`config.mk`:
```
export PLATFORM = sky130hd
export DESIGN_NAME = uart_tx_arbiter
export DESIGN_NICKNAME = d
export VERILOG_FILES = /design/src/rtl/uart_arb_pkg.sv /design/src/rtl/rr_pick.sv /design/src/rtl/uart_tx_arbiter.sv
export SDC_FILE = /design/constraint.sdc
export NUM_CORES = 1
export LEC_CHECK = 0
export BUFFER_PORTS_ARGS = -buffer_cell sky130_fd_sc_hd__buf_2
export CAP_MARGIN = 10
export CORE_ASPECT_RATIO = 0.75
export CORE_MARGIN = 2
export CORE_UTILIZATION = 54
export CTS_BUF_LIST = sky130_fd_sc_hd__clkbuf_4 sky130_fd_sc_hd__clkbuf_8
export CTS_CLUSTER_DIAMETER = 50
export DETAILED_ROUTE_END_ITERATION = 10
export GPL_ROUTABILITY_DRIVEN = 0
export MAX_ROUTING_LAYER = met4
export PLACE_DENSITY = 0.92
export SETUP_SLACK_MARGIN = 0.1
export SLEW_MARGIN = 10
export SYNTH_ARGS = -nofsm -noshare
export SYNTH_HDL_FRONTEND = slang
export SYNTH_SLANG_ARGS = --single-unit
```
`constraint.sdc`:
```
create_clock -name clk -period 2.37 [get_ports clk]
set_input_delay 0.237 -clock clk [delete_from_list [all_inputs] [get_ports clk]]
set_output_delay 0.237 -clock clk [all_outputs]
set_load 0.05 [all_outputs]
```
`src/rtl/uart_arb_pkg.sv`:
```
// -----------------------------------------------------------------------------
// uart_arb_pkg
// Shared types and helpers for the UART transmit arbiter.
//   state_e  : arbiter FSM states (IDLE waits for a request, GRANT owns the UART)
//   CNT_W    : width of the requester-stall watchdog counter
//   wrap_inc : index + 1 modulo n, used to start the round-robin scan
// -----------------------------------------------------------------------------
package uart_arb_pkg;

    typedef enum logic [0:0] {
        IDLE  = 1'b0,
        GRANT = 1'b1
    } state_e;

    localparam int CNT_W = 16;

    // Next index after idx, wrapping back to 0 at n.
    function automatic int wrap_inc(input int idx, input int n);
        int nxt;
        nxt = (idx + 32'sd1 >= n) ? 32'sd0 : idx + 32'sd1;
        return nxt;
    endfunction

endpackage

```
`src/rtl/rr_pick.sv`:
```
// -----------------------------------------------------------------------------
// rr_pick
// Combinational round-robin selector: finds the first set bit of req, scanning
// upward from index start and wrapping modulo N_REQ.
// Ports:
//   req   in  N_REQ : candidate request bits
//   start in  ID_W  : first index to examine (must be < N_REQ)
//   found out 1     : at least one request bit is set
//   idx   out ID_W  : index of the chosen request (0 when none)
// -----------------------------------------------------------------------------
module rr_pick #(
    parameter int N_REQ = 3,
    parameter int ID_W  = $clog2(N_REQ)
) (
    input  logic [N_REQ-1:0] req,
    input  logic [ID_W-1:0]  start,
    output logic             found,
    output logic [ID_W-1:0]  idx
);

    // Scan N_REQ positions starting at start; the first hit wins.
    always_comb begin
        int          pos_int;
        logic [ID_W-1:0] pos;
        logic        take;
        found   = 1'b0;
        idx     = {ID_W{1'b0}};
        pos_int = 0;
        pos     = {ID_W{1'b0}};
        take    = 1'b0;
        for (int k = 0; k < N_REQ; k++) begin
            pos_int = int'(start) + k;
            pos_int = (pos_int >= N_REQ) ? pos_int - N_REQ : pos_int;
            pos     = ID_W'(pos_int);
            take    = !found && req[pos];
            idx     = take ? pos : idx;
            found   = found | take;
        end
    end

endmodule

```
`src/rtl/uart_tx_arbiter.sv`:
```
// -----------------------------------------------------------------------------
// uart_tx_arbiter
// Round-robin, packet-locked arbiter sharing one UART TX byte port among N_REQ
// requesters. A grant is held from the first byte until the owner's last byte
// is accepted; a stall watchdog releases an owner that stops sending bytes.
// Ports:
//   clk, reset            : clock, asynchronous active-high reset
//   req_valid/req_last    : per-requester byte valid / end-of-packet flag
//   req_data              : requester i at [i*DATA_W +: DATA_W]
//   req_ready             : per-requester accept (owner only, follows tx_ready)
//   tx_data/tx_valid      : byte stream to the UART TX core
//   tx_ready              : UART TX core can take a byte
//   grant                 : one-hot owner, zero when idle
//   busy                  : a requester owns the UART
//   timeout_err           : one-cycle pulse on a watchdog release
//   timeout_id            : owner index of the most recent watchdog release
// -----------------------------------------------------------------------------
module uart_tx_arbiter
    import uart_arb_pkg::*;
#(
    parameter  int N_REQ   = 3,
    parameter  int DATA_W  = 8,
    parameter  int TIMEOUT = 1023,
    localparam int ID_W    = $clog2(N_REQ)
) (
    input  logic                    clk,
    input  logic                    reset,
    input  logic [N_REQ-1:0]        req_valid,
    input  logic [N_REQ*DATA_W-1:0] req_data,
    input  logic [N_REQ-1:0]        req_last,
    output logic [N_REQ-1:0]        req_ready,
    output logic [DATA_W-1:0]       tx_data,
    output logic                    tx_valid,
    input  logic                    tx_ready,
    output logic [N_REQ-1:0]        grant,
    output logic                    busy,
    output logic                    timeout_err,
    output logic [ID_W-1:0]         timeout_id
);

    localparam logic [CNT_W-1:0] CNT_LIMIT = CNT_W'(TIMEOUT - 1);
    localparam logic [N_REQ-1:0] ONE_HOT0  = {{(N_REQ-1){1'b0}}, 1'b1};

    state_e             state_q, state_d;
    logic [N_REQ-1:0]   grant_q, grant_d;
    logic [ID_W-1:0]    last_id_q, last_id_d;
    logic [ID_W-1:0]    own_q, own_d;       // index form of grant_q
    logic [CNT_W-1:0]   cnt_q, cnt_d;
    logic               timeout_err_q, timeout_err_d;
    logic [ID_W-1:0]    timeout_id_q, timeout_id_d;

    logic [ID_W-1:0]    start_s;
    logic               found_s;
    logic [ID_W-1:0]    pick_s;
    logic               xfer_s;

    assign start_s = ID_W'(wrap_inc(int'(last_id_q), N_REQ));

    rr_pick #(
        .N_REQ (N_REQ),
        .ID_W  (ID_W)
    ) u_rr_pick (
        .req   (req_valid),
        .start (start_s),
        .found (found_s),
        .idx   (pick_s)
    );

    // Owner passthrough: byte path and ready only exist while granted;
    // tx_valid deliberately does not depend on tx_ready.
    always_comb begin
        tx_valid  = 1'b0;
        tx_data   = {DATA_W{1'b0}};
        req_ready = {N_REQ{1'b0}};
        if (state_q == GRANT) begin
            tx_valid         = req_valid[own_q];
            tx_data          = req_data[int'(own_q)*DATA_W +: DATA_W];
            req_ready[own_q] = tx_ready;
        end else begin
            tx_valid  = 1'b0;
            tx_data   = {DATA_W{1'b0}};
            req_ready = {N_REQ{1'b0}};
        end
    end

    assign xfer_s      = tx_valid && tx_ready;
    assign grant       = grant_q;
    assign busy        = (state_q == GRANT);
    assign timeout_err = timeout_err_q;
    assign timeout_id  = timeout_id_q;

    // Next-state logic: arbitration, packet lock and stall watchdog.
    always_comb begin
        state_d       = state_q;
        grant_d       = grant_q;
        last_id_d     = last_id_q;
        own_d         = own_q;
        cnt_d         = cnt_q;
        timeout_err_d = 1'b0;
        timeout_id_d  = timeout_id_q;
        case (state_q)
            IDLE: begin
                if (found_s) begin
                    state_d = GRANT;
                    grant_d = ONE_HOT0 << pick_s;
                    own_d   = pick_s;
                    cnt_d   = {CNT_W{1'b0}};
                end else begin
                    state_d = IDLE;
                end
            end
            GRANT: begin
                if (xfer_s) begin
                    // A transfer always beats an expiring watchdog.
                    if (req_last[own_q]) begin
                        state_d   = IDLE;
                        grant_d   = {N_REQ{1'b0}};
                        last_id_d = own_q;
                    end else begin
                        cnt_d = {CNT_W{1'b0}};
                    end
                end else if (!req_valid[own_q]) begin
                    // Requester stall; UART backpressure takes the hold path below.
                    if (cnt_q == CNT_LIMIT) begin
                        state_d       = IDLE;
                        grant_d       = {N_REQ{1'b0}};
                        last_id_d     = own_q;
                        timeout_err_d = 1'b1;
                        timeout_id_d  = own_q;
                    end else begin
                        cnt_d = cnt_q + 16'd1;
                    end
                end else begin
                    cnt_d = cnt_q;
                end
            end
            default: begin
                state_d = IDLE;
                grant_d = {N_REQ{1'b0}};
            end
        endcase
    end

    // State registers; last_id resets to N_REQ-1 so requester 0 wins first.
    always_ff @(posedge clk or posedge reset) begin
        if (reset) begin
            state_q       <= IDLE;
            grant_q       <= {N_REQ{1'b0}};
            last_id_q     <= ID_W'(N_REQ - 1);
            own_q         <= {ID_W{1'b0}};
            cnt_q         <= {CNT_W{1'b0}};
            timeout_err_q <= 1'b0;
            timeout_id_q  <= {ID_W{1'b0}};
        end else begin
            state_q       <= state_d;
            grant_q       <= grant_d;
            last_id_q     <= last_id_d;
            own_q         <= own_d;
            cnt_q         <= cnt_d;
            timeout_err_q <= timeout_err_d;
            timeout_id_q  <= timeout_id_d;
        end
    end

endmodule

```
# After elaboration in Yosys (flattened, before gate mapping)

Cells that the tools add are included.

Reductions and logical operators: 12
Add/subtract/negate cells: 7
Mux-type cells: 48
Shift operators: 2
$lt $le $gt $ge: 9
Equal/unequal tests: 9
Bitwise logic cells: 6

Operators with widths:

| kind                                                                    | count |
|---|---|
| 16-bit two-way mux                                                      | 5 |
| 16-bit case mux with 2 select lines                                     | 1 |
| 24-bit by 6-bit variable part select with 8-bit output                  | 1 |
| 2-bit two-way mux                                                       | 11 |
| 3-bit two-way mux                                                       | 6 |
| 16-bit by 1-bit adder with 16-bit output, second input constant         | 1 |
| 16-bit by 10-bit == test with 1-bit output, second input constant       | 1 |
| 1-bit two-way mux                                                       | 16 |
| 4-bit AND reduction                                                     | 4 |
| 2-bit by 3-bit < comparator with 1-bit output, second input constant    | 4 |
| 1-bit binary-select mux with 2-bit select                               | 5 |
| 3-bit by 2-bit >= comparator with 1-bit output, second input constant   | 3 |
| 3-bit inequality test, second input constant                            | 3 |
| 8-bit two-way mux                                                       | 1 |
| 2-bit by 1-bit adder with 3-bit output, second input constant           | 2 |
| 3-bit case mux with 2 select lines                                      | 1 |
| 1-bit logical AND                                                       | 4 |
| 2-bit inequality test, second input constant                            | 2 |
| 2-bit by 1-bit subtractor with 2-bit output, second input constant      | 2 |
| 2-bit by 2-bit adder with 3-bit output, second input constant           | 1 |
| 3-bit bitwise AND                                                       | 1 |
| 3-bit by 1-bit inequality test with 1-bit output, second input constant | 1 |
| 3-bit by 2-bit inequality test with 1-bit output, second input constant | 1 |
| 1-bit NOT                                                               | 3 |
| other kinds (11)                                                        | 13 |

Register bits after elaboration: 27
Input port bits: 33
Output and inout bits: 19
Logic and storage cells: 100

# Depth between registers and ports, before layout

Word-level depth: 16
Gate-level depth with buffers: 8
Gate-level depth less buffers: 7

# Hierarchy

A second synthesis with hierarchy kept.

Cell total of the unflattened synthesis: 230
Area total of the unflattened synthesis: 2,008.2 sq um

By module, submodules not included:

| module          | area each (sq um) | cells each | instances | sequential area each (sq um) |
|---|---|---|---|---|
| uart_tx_arbiter | 1,756.7           | 198        | 1         | 676.9 |
| rr_pick         | 251.5             | 32         | 1         | 0.0 |

# Worst setup path after synthesis

Ideal clock, no wire load.

Path type: reg2out
From: register state_q (netlist: busy)
To: output port req_ready[1]
Data arrival time: 2.040 ns
Data required time: 2.133 ns
Buffers on the path: 0
Stages on the path, launching flop included: 3
Path slack: 0.093 ns
Path through: dfrtp_1 nand2_1 nor3b_1

Longest elaborated chain between the ends: 1

Ends and longest elaborated chain:

| item                   | line                   | text |
|---|---|---|
| from (decl)            | uart_tx_arbiter.sv:44  | `state_e state_q, state_d;` |
| from (signal assigned) | uart_tx_arbiter.sv:155 | `state_q <= state_d;` |
| 3-bit two-way mux      | uart_tx_arbiter.sv:75  | `if (state_q == GRANT) begin` |
| to (decl)              | uart_tx_arbiter.sv:31  | `output logic [N_REQ-1:0] req_ready,` |

No other way between the ends.

# Worst setup path in the final report

From: register own_q[0]
To: output port tx_valid

Longest elaborated chain between the ends: 3

Ends and longest elaborated chain:

| item                                      | line                   | text |
|---|---|---|
| from (decl)                               | uart_tx_arbiter.sv:47  | `logic [ID_W-1:0] own_q, own_d;` |
| from (signal assigned)                    | uart_tx_arbiter.sv:150 | `own_q <= {ID_W{1'b0}};` |
| from (signal assigned)                    | uart_tx_arbiter.sv:158 | `own_q <= own_d;` |
| 1-bit binary-select mux with 2-bit select | uart_tx_arbiter.sv:76  | `tx_valid = req_valid[own_q];` |
| 1-bit two-way mux (not written as such)   | uart_tx_arbiter.sv:76  |  |
| 1-bit two-way mux                         | uart_tx_arbiter.sv:75  |  |
| to (decl)                                 | uart_tx_arbiter.sv:33  | `output logic tx_valid,` |

No other way between the ends. The select of a mux whose other input is x is not followed.

==> impl_metrics.ini <==
[critical_path]
worstRegToRegCells = 6
worstPathArrival_ps = 1840
path_cells = nor2b_1 > buf_4 > a2bb2oi_2 > buf_4 > nor2_1 > buf_2
crit_start = own_q[0]
cp_common_cell = buf_4
timing.rr.start = cnt_q[0]
slowest_delay_ps = 470
required_ps = 2130
cp_max_fo = 10
worstSetupPathType = register to output pin
end_kind = output pin
cpMaxStageDelayCell = dfrtp_1
startpoint_type = register

[min_path]
min_path_type = input pin to asynchronous set/reset pin

[synthesis]
ys_ff_latch = 27
syn_nets = 246
synth_ff_type = dfrtp_1
synth_area_sq_um = 1840
synthCells = 211
yosysTopAreaCellShare_pct = 35.4
ys_top_cells_by_area = dfrtp_1 (35%), mux2i_1 (6.0%), nor2_1 (4.7%)
synth_area_leader_cell = dfrtp_1
avgSynthCellArea_sq_um = 8.72
synth.distinct_cells = 51
yosys_warnings = 0
synth-seq-area-share_pct = 36.8
async_reset_ff_share_pct = 100
synth-edff-count = 0

[route]
drt-total-wl_mm = 4.63
ant_nets = 0
drt_iter0_drc = 129
via_per_inst = 6.11
drc = 0
num_vias = 1870
first_pass_iters = 4
wl_per_cell_um = 15.1

[die]
die_area_sq_um = 3890
rows = 18
die-width_um = 71.4
dieHeight_um = 54.5
io_pins = 52
core_sq_um = 3270
start_util_pct = 56.3

[job]
drv_cap = 0

[sta]
relSlewSlack_pct = 55.3
slew_viol_final = 0
setup_viol = 0
clock-skew-final_ps = 7.41
finalSetupTns_ps = 0
max_freq_mhz = 480
min_period_over_period_pct = 87.8
worstMarginPinSlew_ps = 664
final.min_clock_period_ps = 2080
hold_viol_final = 0
rsz0062_at_grt = no

[global_routing]
grt_pass1_wl_mm = 7.65
grt_max_degree = 28
antenna_found_initial = 0
grt_use_total_pct = 26.6
grt_overflow_total = 0
first_global_vias = 1581

[place]
dp_cells = 302
dp_hpwl_mm = 3.53
io_buffer_count = 51

[power]
pwr_density_cell_nw_per_um2 = 1120
p_leak_nw = 1.09
ir_drop_uv = 706

[clocking]
htreeDepth = 1
cts_buffers = 3
cts_tree = yes
clockRootBuffer = clkbuf_8
cts_sinks = 27
clockBufferDepth = 2
clock_latency_ps = 280
cts_setup_buffers = 0
clk_pin_slew_ps = 90

[finish]
fillers = 250
drive_gt1_share_pct = 30.1
area_growth_pct = 20.7
finalNonFillerCells = 306
n_antenna_cell = 0
utilization_pct = 68.0
final_nets = 302

[status]
status = complete, no violations
[worst max-delay path: cells and delay by family (launching register included)]
kind / cells / cell delay [ps]
AO/OA/AOI/OAI: 1 / 100
AND/OR/NAND/NOR: 2 / 320
buffers and inverters: 3 / 670
flip-flops: 1 / 470
[metrics by stage]
| stage | setup slack [ps] | total power, W | instance area (sq um) | hold WS, ps |
|---|---|---|---|---|
| final | 288 | 0.00249 | 2220 | 5.58 |
| after global routing | 170 | 0.00264 | 2220 | 38.0 |
| after CTS | 208 | 0.00248 | 2210 | 18.6 |
| after detailed placement | 302 | 0.00220 | 2160 | 324 |
| after global placement | 361 | 0.00216 | 2160 | 308 |
| after floorplan | 191 | 0.00185 | 1840 | 289 |
[cells in the final DEF, fill, tap and decap left out, types with 6 or more instances in the layout]
master	n
buf_2	51
dfrtp_1	26
nor2_1	23
nand2_1	20
nand3_1	14
mux2i_1	11
a21oi_1	10
buf_4	10
inv_1	8
a31oi_1	8
o211ai_1	7
and3_1	6
o21ai_0	6
nor3_1	6
[cell usage after synthesis, drive strengths merged (4+ instances only)]
cell type,n
a21oi,11
a31oi,9
and3,6
buf,6
clkbuf,4
dfrtp,26
inv,8
mux2,4
mux2i,12
nand2,20
nand3,14
nand4,4
nor2,23
nor3,7
nor4,4
o211ai,7
o21ai,9
or4,4
[path summary, 6_finish.rpt]
| check | end | slack [ps] |
|---|---|---|
| worst min register to register | timeout_id[0] | 520 |
| max in group asynchronous | last_id_q[1] | 2070 |
| worst min-delay path | grant[1] | 6 |
| min in group clk | own_q[0] | 310 |
| worst max-delay path | tx_valid | 290 |
| worst max register to register | timeout_id[1] | 300 |
[cells by family after synthesis]
group           Yosys count  share of synthesized area, %
compound gates           54                          20.2
fa+ha+maj                 2                          1.36
buf+inv                  18                          4.90
flops                    27                          36.8
mux                      16                          9.66
simple gates             94                          27.1
[area by class of cell]
| type | instances | area (sq um) | area share (%) |
|---|---|---|---|
| Clock buffer | 4 | 48.8 | 2.20 |
| Sequential cell | 27 | 677 | 30.5 |
| Inverter | 8 | 30.0 | 1.35 |
| Multi-Input combinational cell | 166 | 1080 | 48.8 |
| Tap cell | 40 | 50.0 | 2.25 |
| Timing Repair Buffer | 61 | 330 | 14.9 |
[sequential cells by signal, summed over array words and instances, names as in the netlist]
signal,cells
grant,3
busy,1
last_id_q,2
cnt_q,16
timeout_id,2
own_q,2
timeout_err,1
[per-layer routing]
metal | GRT usage [%] | wire length [um]
met5 | - | 0
met4 | 5.97 | 55
met3 | 6.08 | 303
met2 | 42.7 | 2200
met1 | 35.2 | 2080
[power by group]
part | total (W) | internal [W] | switching, W
registers | 0.000682 | 0.000563 | 0.000119
logic | 0.00153 | 0.000478 | 0.00105
clock network | 0.000275 | 0.000132 | 0.000143
[repair_timing]
action | in CTS | in global routing
hold buffers | 0 | 0
setup endpoints to repair | 0 | 1
resized for setup | 0 | 1
No activity file was read; power rests on OpenSTA's default activity.
